==> src/rtl/q_mean_acc.sv <==
// q_mean_acc: frame sum/count accumulator feeding a combinational Q-format divider (optional flags: Q_MEAN_FLAGS_EN).
// Latency: operands registered on the closing beat's edge, valid the following cycle.
// Backpressure: in_ready drops while operands wait; they are held until out_valid&&out_ready.

`ifndef FIXED_WIDTH
`define FIXED_WIDTH 16
`endif
`ifndef FRAC_BITS
`define FRAC_BITS 8
`endif
`ifndef FIXED_MAX
`define FIXED_MAX {1'b0, {(`FIXED_WIDTH-1){1'b1}}}
`endif
`ifndef FIXED_MIN
`define FIXED_MIN {1'b1, {(`FIXED_WIDTH-1){1'b0}}}
`endif

module q_mean_acc #(
    parameter int CNT_WIDTH = 8
) (
    input  logic                    clk,
    input  logic                    rst_n,
    input  logic                    in_valid,
    output logic                    in_ready,
    input  logic [`FIXED_WIDTH-1:0] in_data,
    input  logic                    in_last,
    output logic                    out_valid,
    input  logic                    out_ready,
    output logic [`FIXED_WIDTH-1:0] out_num,
    output logic [`FIXED_WIDTH-1:0] out_den,
    output logic [CNT_WIDTH-1:0]    out_count
`ifdef Q_MEAN_FLAGS_EN
    ,
    output logic                    out_sat,
    output logic                    out_ovf
`endif
);

    localparam int FW = `FIXED_WIDTH;
    localparam int SW = `FIXED_WIDTH + CNT_WIDTH;

    localparam logic [0:0] ST_ACC = 1'b0;
    localparam logic [0:0] ST_OUT = 1'b1;

    localparam logic signed [SW-1:0] SUM_MAX = {{CNT_WIDTH{1'b0}}, `FIXED_MAX};
    localparam logic signed [SW-1:0] SUM_MIN = {{CNT_WIDTH{1'b1}}, `FIXED_MIN};
    localparam logic [SW-1:0]        DEN_MAX = {{CNT_WIDTH{1'b0}}, `FIXED_MAX};
    localparam logic [CNT_WIDTH-1:0] CNT_LIM = {CNT_WIDTH{1'b1}};

    logic [0:0]             state;
    logic signed [SW-1:0]   sum;
    logic [CNT_WIDTH-1:0]   count;

    logic                   accept;
    logic                   close;
    logic signed [SW-1:0]   sum_nxt;
    logic [CNT_WIDTH-1:0]   cnt_nxt;
    logic [SW-1:0]          den_full;
    logic                   num_hi;
    logic                   num_lo;
    logic                   den_hi;
    logic [FW-1:0]          num_sat;
    logic [FW-1:0]          den_sat;

    assign in_ready = (state == ST_ACC);
    assign accept   = in_valid && in_ready;
    assign sum_nxt  = sum + $signed({{CNT_WIDTH{in_data[FW-1]}}, in_data});
    assign cnt_nxt  = count + 1'b1;
    assign close    = accept && (in_last || (cnt_nxt == CNT_LIM));

    // The count shift is done at sum width so the clamp sees the true value.
    assign den_full = {{FW{1'b0}}, cnt_nxt} << `FRAC_BITS;
    assign num_hi   = (sum_nxt > SUM_MAX);
    assign num_lo   = (sum_nxt < SUM_MIN);
    assign den_hi   = (den_full > DEN_MAX);

    always_comb begin
        num_sat = sum_nxt[FW-1:0];
        if (num_hi) begin
            num_sat = `FIXED_MAX;
        end else if (num_lo) begin
            num_sat = `FIXED_MIN;
        end
        den_sat = den_hi ? `FIXED_MAX : den_full[FW-1:0];
    end

    always_ff @(posedge clk or negedge rst_n) begin
        if (!rst_n) begin
            state     <= ST_ACC;
            sum       <= '0;
            count     <= '0;
            out_valid <= 1'b0;
            out_num   <= '0;
            out_den   <= '0;
            out_count <= '0;
        end else begin
            case (state)
                ST_ACC: begin
                    if (close) begin
                        state     <= ST_OUT;
                        sum       <= '0;
                        count     <= '0;
                        out_valid <= 1'b1;
                        out_num   <= num_sat;
                        out_den   <= den_sat;
                        out_count <= cnt_nxt;
                    end else if (accept) begin
                        sum   <= sum_nxt;
                        count <= cnt_nxt;
                    end
                end
                default: begin
                    if (out_ready) begin
                        state     <= ST_ACC;
                        out_valid <= 1'b0;
                    end
                end
            endcase
        end
    end

`ifdef Q_MEAN_FLAGS_EN
    always_ff @(posedge clk or negedge rst_n) begin
        if (!rst_n) begin
            out_sat <= 1'b0;
            out_ovf <= 1'b0;
        end else if (close) begin
            out_sat <= num_hi || num_lo || den_hi;
            out_ovf <= !in_last;
        end
    end
`endif

endmodule

==> config.mk <==
export PLATFORM = sky130hd
export DESIGN_NAME = q_mean_acc
export DESIGN_NICKNAME = d
export VERILOG_FILES = /design/src/rtl/q_mean_acc.sv
export SDC_FILE = /design/constraint.sdc
export NUM_CORES = 1
export LEC_CHECK = 0
export BUFFER_PORTS_ARGS = -buffer_cell sky130_fd_sc_hd__buf_2
export CORE_MARGIN = 5
export CORE_UTILIZATION = 55
export CTS_CLUSTER_SIZE = 14
export DETAILED_ROUTE_END_ITERATION = 8
export PLACE_DENSITY = 0.89
export SETUP_SLACK_MARGIN = 0.4
export SKIP_LAST_GASP = 1
export SLEW_MARGIN = 10
export SYNTH_ARGS = -nofsm -noshare
export SYNTH_HDL_FRONTEND = slang
export SYNTH_SLANG_ARGS = --single-unit
==> constraint.sdc <==
create_clock -name clk -period 4.55 [get_ports clk]
set_input_delay 0.2275 -clock clk [delete_from_list [all_inputs] [get_ports clk]]
set_output_delay 0.2275 -clock clk [all_outputs]
set_load 0.01 [all_outputs]
Word level (Yosys, flattened, before mapping)
Index checks and enable logic that the tools add are counted.
Operators by class
  muxes and demuxes: 13
  reductions and logical operators: 8
  bitwise gates (word level): 1
  $lt $le $gt $ge: 3
  add/subtract/negate cells: 2
  equal/unequal tests: 2
Operators by type and width (count)
  $mux W16: 3
  $mux W24: 2
  $add A24 B16 Y24: 1
  $gt A24 B16 Y1 const B: 1
  $lt A24 B16 Y1 const B: 1
  $gt A16 B15 Y1 const B: 1
  $mux W8: 2
  $add A8 B1 Y8 const B: 1
  $eq A8 B8 Y1 const B: 1
  $mux W1: 6
  $reduce_and A2 Y1: 3
  $reduce_bool A2 Y1: 2
  $logic_and A1 B1 Y1: 2
  $ne A2 B2 Y1 const B: 1
  $logic_or A1 B1 Y1: 1
  $not A1 Y1: 1
Word-level totals
  output and inout bits: 42
  word-level logic and storage cells: 36
  input port bits: 21
  register bits after elaboration: 74

Depth between registers and ports, before layout
  depth in word-level cells: 6
  depth in mapped cells: 11
  depth with buffers taken out: 10

Worst setup path before layout
OpenSTA, ideal clock, no wires.
  kind: reg2reg
  start point: register sum[0]
  end point: register out_num[14]
  clock period less this slack: 2999 ps
  arrival: 2862 ps
  setup slack: 1551 ps
  setup time: 137 ps
  stages on the path, launching flop included: 12
  buffers on the path: 1
  required time: 4413 ps
  cells stage by stage: dfrtp_1 > ha_1 > fa_1 > a21o_1 > a221oi_4 > a2bb2oi_4 > nand2_2 > a221oi_2 > xnor2_1 > nor4_4 > buf_4 > o32ai_1
Between the ends
  word-level cells in the longest chain between the ends: 4
  elaborated cells on any way between the ends: 5
  classes of those cells: add/sub: 1; order compare: 2; mux: 2
RTL lines
  from (decl): line 51  | logic signed [SW-1:0] sum;
  from (signal assigned): line 108  | sum <= sum_nxt;
  $add A24 B16 Y24 (*): line 67  | assign sum_nxt = sum + $signed({{CNT_WIDTH{in_data[FW-1]}}, in_data});
  $lt A24 B16 Y1: line 74  | assign num_lo = (sum_nxt < SUM_MIN);
  $mux W16: line 81  | end else if (num_lo) begin
  $mux W16 (*): line 79  | if (num_hi) begin
  to (signal assigned): line 104  | out_num <= num_sat;
  to (decl): line 29  | output logic [`FIXED_WIDTH-1:0] out_num,
Mark *: on every way between the ends. The rest lies on a longest branch, timed or not.
A chain may end at the register's enable or synchronous reset.

Final worst setup path
  start point: register sum[0]
  end point: register out_num[3]
Same word-level chain as after synthesis.

==> results.ini <==
[status]
status = finished, final reports clean

[power]
p_int_w = 0.00172
total_leakage_power_nw = 2.16
sw_frac_of_total_pct = 43.5
power_density_mw_per_mm2 = 659
clkPwrFrac_pct = 18.5
irDropWorstVdd_uv = 353
p_sw_w = 0.00133
power_w = 0.00305
p_comb_share_pct = 53.2
seqPwrFrac_pct = 28.3

[critical_path]
r2r_cells = 10
slowest_stage = nor4_4
crit_fanout = 15
endpoint_kind = register
cp-startpoint = sum[0]$_DFFE_PN0P_
cp.arrival_ns = 3.82
path_cells = ha_1 > fa_1 > a21o_1 > a221oi_4 > a2bb2oi_4 > nand2_2 > a221oi_2 > xnor2_1 > nor4_4 > o32ai_1
crit_type = reg2reg
critical_path_cell_count = 10
cp-start-kind = register
worst-path-buf-inv = 0
worst_ep_required_time_ns = 4.75
r2r_start = sum[0]$_DFFE_PN0P_
path_delay_family = compound AO/OA/AOI/OAI gates
crit_end = out_num[3]$_DFFE_PN0P_
cp_slowest_stage_delay_ns = 0.79
r2r_slack_ns = 0.93
reg2reg_to = out_num[3]$_DFFE_PN0P_

[timing]
tns_ns = 0
final.period_utilization_pct = 79.5
rsz0062_at_grt = false
timing.hold.ws_ns = 0.0416
fin_crit_ns = 3.62
drv_slew = 0
skew_ns = 0.00862
worst_pin_slew_ns = 0.902
setup_viol = 0
hold_violations = 0
slew_headroom_pct = 39.7
fmax_mhz = 277

[finish]
final_layout_size_suffix_gt1_share_pct = 20.9
diodes = 0
nets = 529
instances_no_fill = 586
syn_to_final_growth_pct = 13.0

[grt]
grt.total_usage_pct = 22.8
grt.busiest_layer = met2
grt_max_degree = 66
use_met2_pct = 36.6
globalRouteMet3Util_pct = 4.53
grt_pass1_wl_um = 16500
grt_util_met1_pct = 31.1
grt_overflow = 0
antenna_found_initial = 0
grt_pass1_vias = 3438

[yosys]
ys_async_sr_fraction_pct = 100
syn_area_mm2 = 0.00410
syn_inst = 435
yosys.area.top_type = dfrtp_1
ys_warn_count = 0
ys.flop_type = dfrtp_1
ys_types = 58
synth-edff-count = 0
synth-seq-area-share_pct = 39.7
yosys-top-cells-area = dfrtp_1 40%, ha_1 7.6%, nand2_1 5.4%, o21ai_0 3.5%, nor2_1 3.2%
ys_top_cells_by_count = 65 x dfrtp_1, 59 x nand2_1, 35 x nor2_1
synth.most_common_cell = dfrtp_1
synth_top_cell_area_share_pct = 39.7
syn-num-nets = 482
synth_seq_cells = 65
avgSynthCellArea_um2 = 9.41

[die]
core_mm2 = 0.00725
rows = 31
ios = 63
fp.dieH_um = 96.3
dieArea_mm2 = 0.00927
die_x_um = 96.3
start_util_pct = 56.5

[clock_tree]
cts_tree = built
clk_path_buf_depth = 2
ctsResizeCount = 0
cts_setup_buffers = 0
clock_sinks = 65
cts_hold_buf = 0
clkTransAtPathRegs_ns = 0.08
clk-insertion-delay-late_ns = 0.35
numCtsBuffers = 9
htreeDepth = 3
cts-root-buf = clkbuf_8

[drt]
vias_per_cell = 6.11
dr.pass1.iters = 5
ant_nets = 0
vias = 3580
detail_route.wl_per_cell_um = 17.0
drc = 0
finalWirelength_um = 9950
drtIter0Drc = 263

[placement]
gp_congestion = 1.02
placed_cells = 570
hpwl_um = 7120
io_buffer_count = 61

[run]
max_cap_viol_count = 0

[min_path]
hold_path.class = in2async

-- worst register-to-register path: stages (launching register included) --
cell       delay, ns
dfrtp_1         0.40
ha_1            0.23
fa_1            0.41
a21o_1          0.21
a221oi_4        0.33
a2bb2oi_4       0.26
nand2_2         0.13
a221oi_2        0.31
xnor2_1         0.20
nor4_4          0.79
o32ai_1         0.19
-- state kept, by name (all words and copies together) (netlist names) --
register   flops
out_num       16
out_den        8
sum           24
count          8
out_count      7
state          1
out_valid      1
-- cell usage in the layout (no fill, tap or decap), drive strengths merged, types with 4 or more instances in the layout --
cell,count
a211oi,4
a21o,11
a21oi,18
a22o,8
a31oi,8
and3,6
buf,65
clkbuf,9
dfrtp,65
ha,25
inv,8
nand2,60
nand3,8
nand4,7
nor2,35
nor3,4
o21ai,33
o31ai,14
o32ai,15
or2,7
xnor2,14
xor2,14
-- cell type report --
class                           instances  area (um2)
Timing Repair Buffer                   65         335
Tap cell                               99         124
Multi-Input combinational cell        336        2300
Clock buffer                            9         124
Sequential cell                        65        1630
Clock inverter                          7         100
Fill cell                             608        2630
Inverter                                5        18.8
-- how the worst min path moves through the flow --
stage | startpoint | end | depth (start not counted)
after CTS | out_ready | state$_DFF_PN0_ | 2
final | rst_n | sum[22]$_DFFE_PN0P_ | 2
after global routing | out_ready | state$_DFF_PN0_ | 2
after global placement | out_ready | state$_DFF_PN0_ | 2
after detailed placement | out_ready | state$_DFF_PN0_ | 2
after floorplan | rst_n | count[0]$_DFFE_PN0P_ | 0
-- power groups by stage --
stage	Sequential (W)	Clock [W]	Combinational, W
after global placement	0.000863	0	0.00156
after global routing	0.000887	0.000594	0.00179
after CTS	0.000863	0.000571	0.00160
after detailed placement	0.000868	0	0.00159
final	0.000863	0.000564	0.00162
after floorplan	0.000880	0	0.00119
-- kinds of logic (layout without fill, tap and decap cells) --
kind of cell | after synthesis | after routing | synth area share (%)
other | 1 | 1 | 0.0916
muxes | 1 | 1 | 0.244
AOI/OAI and AO/OA | 138 | 138 | 25.2
and+or+nand+nor | 142 | 142 | 16.3
xor gates and xnor gates | 28 | 28 | 6.17
buffers and inverters | 34 | 86 | 4.19
adders and majority gates | 26 | 26 | 8.13
DFF | 65 | 65 | 39.7
-- routing by layer --
metal | vias up | wire (um)
met2 | 130 | 4740
met1 | 1723 | 4440
met3 | 20 | 595
met4 | 0 | 174
li1 | 1707 | -
met5 | - | 0
-- per-stage QoR --
stage          utilization (%)  cell area, um2  worst slack [ns]
2_1_floorplan                -            4100              1.55
3_3_place_gp              60.7            4400              1.06
3_5_place_dp              60.7            4400             0.978
4_1_cts                   63.8            4630             0.971
5_1_grt                   63.8            4630             0.814
6_report                  63.8            4630             0.934
Power figures use the tool's default switching activity.
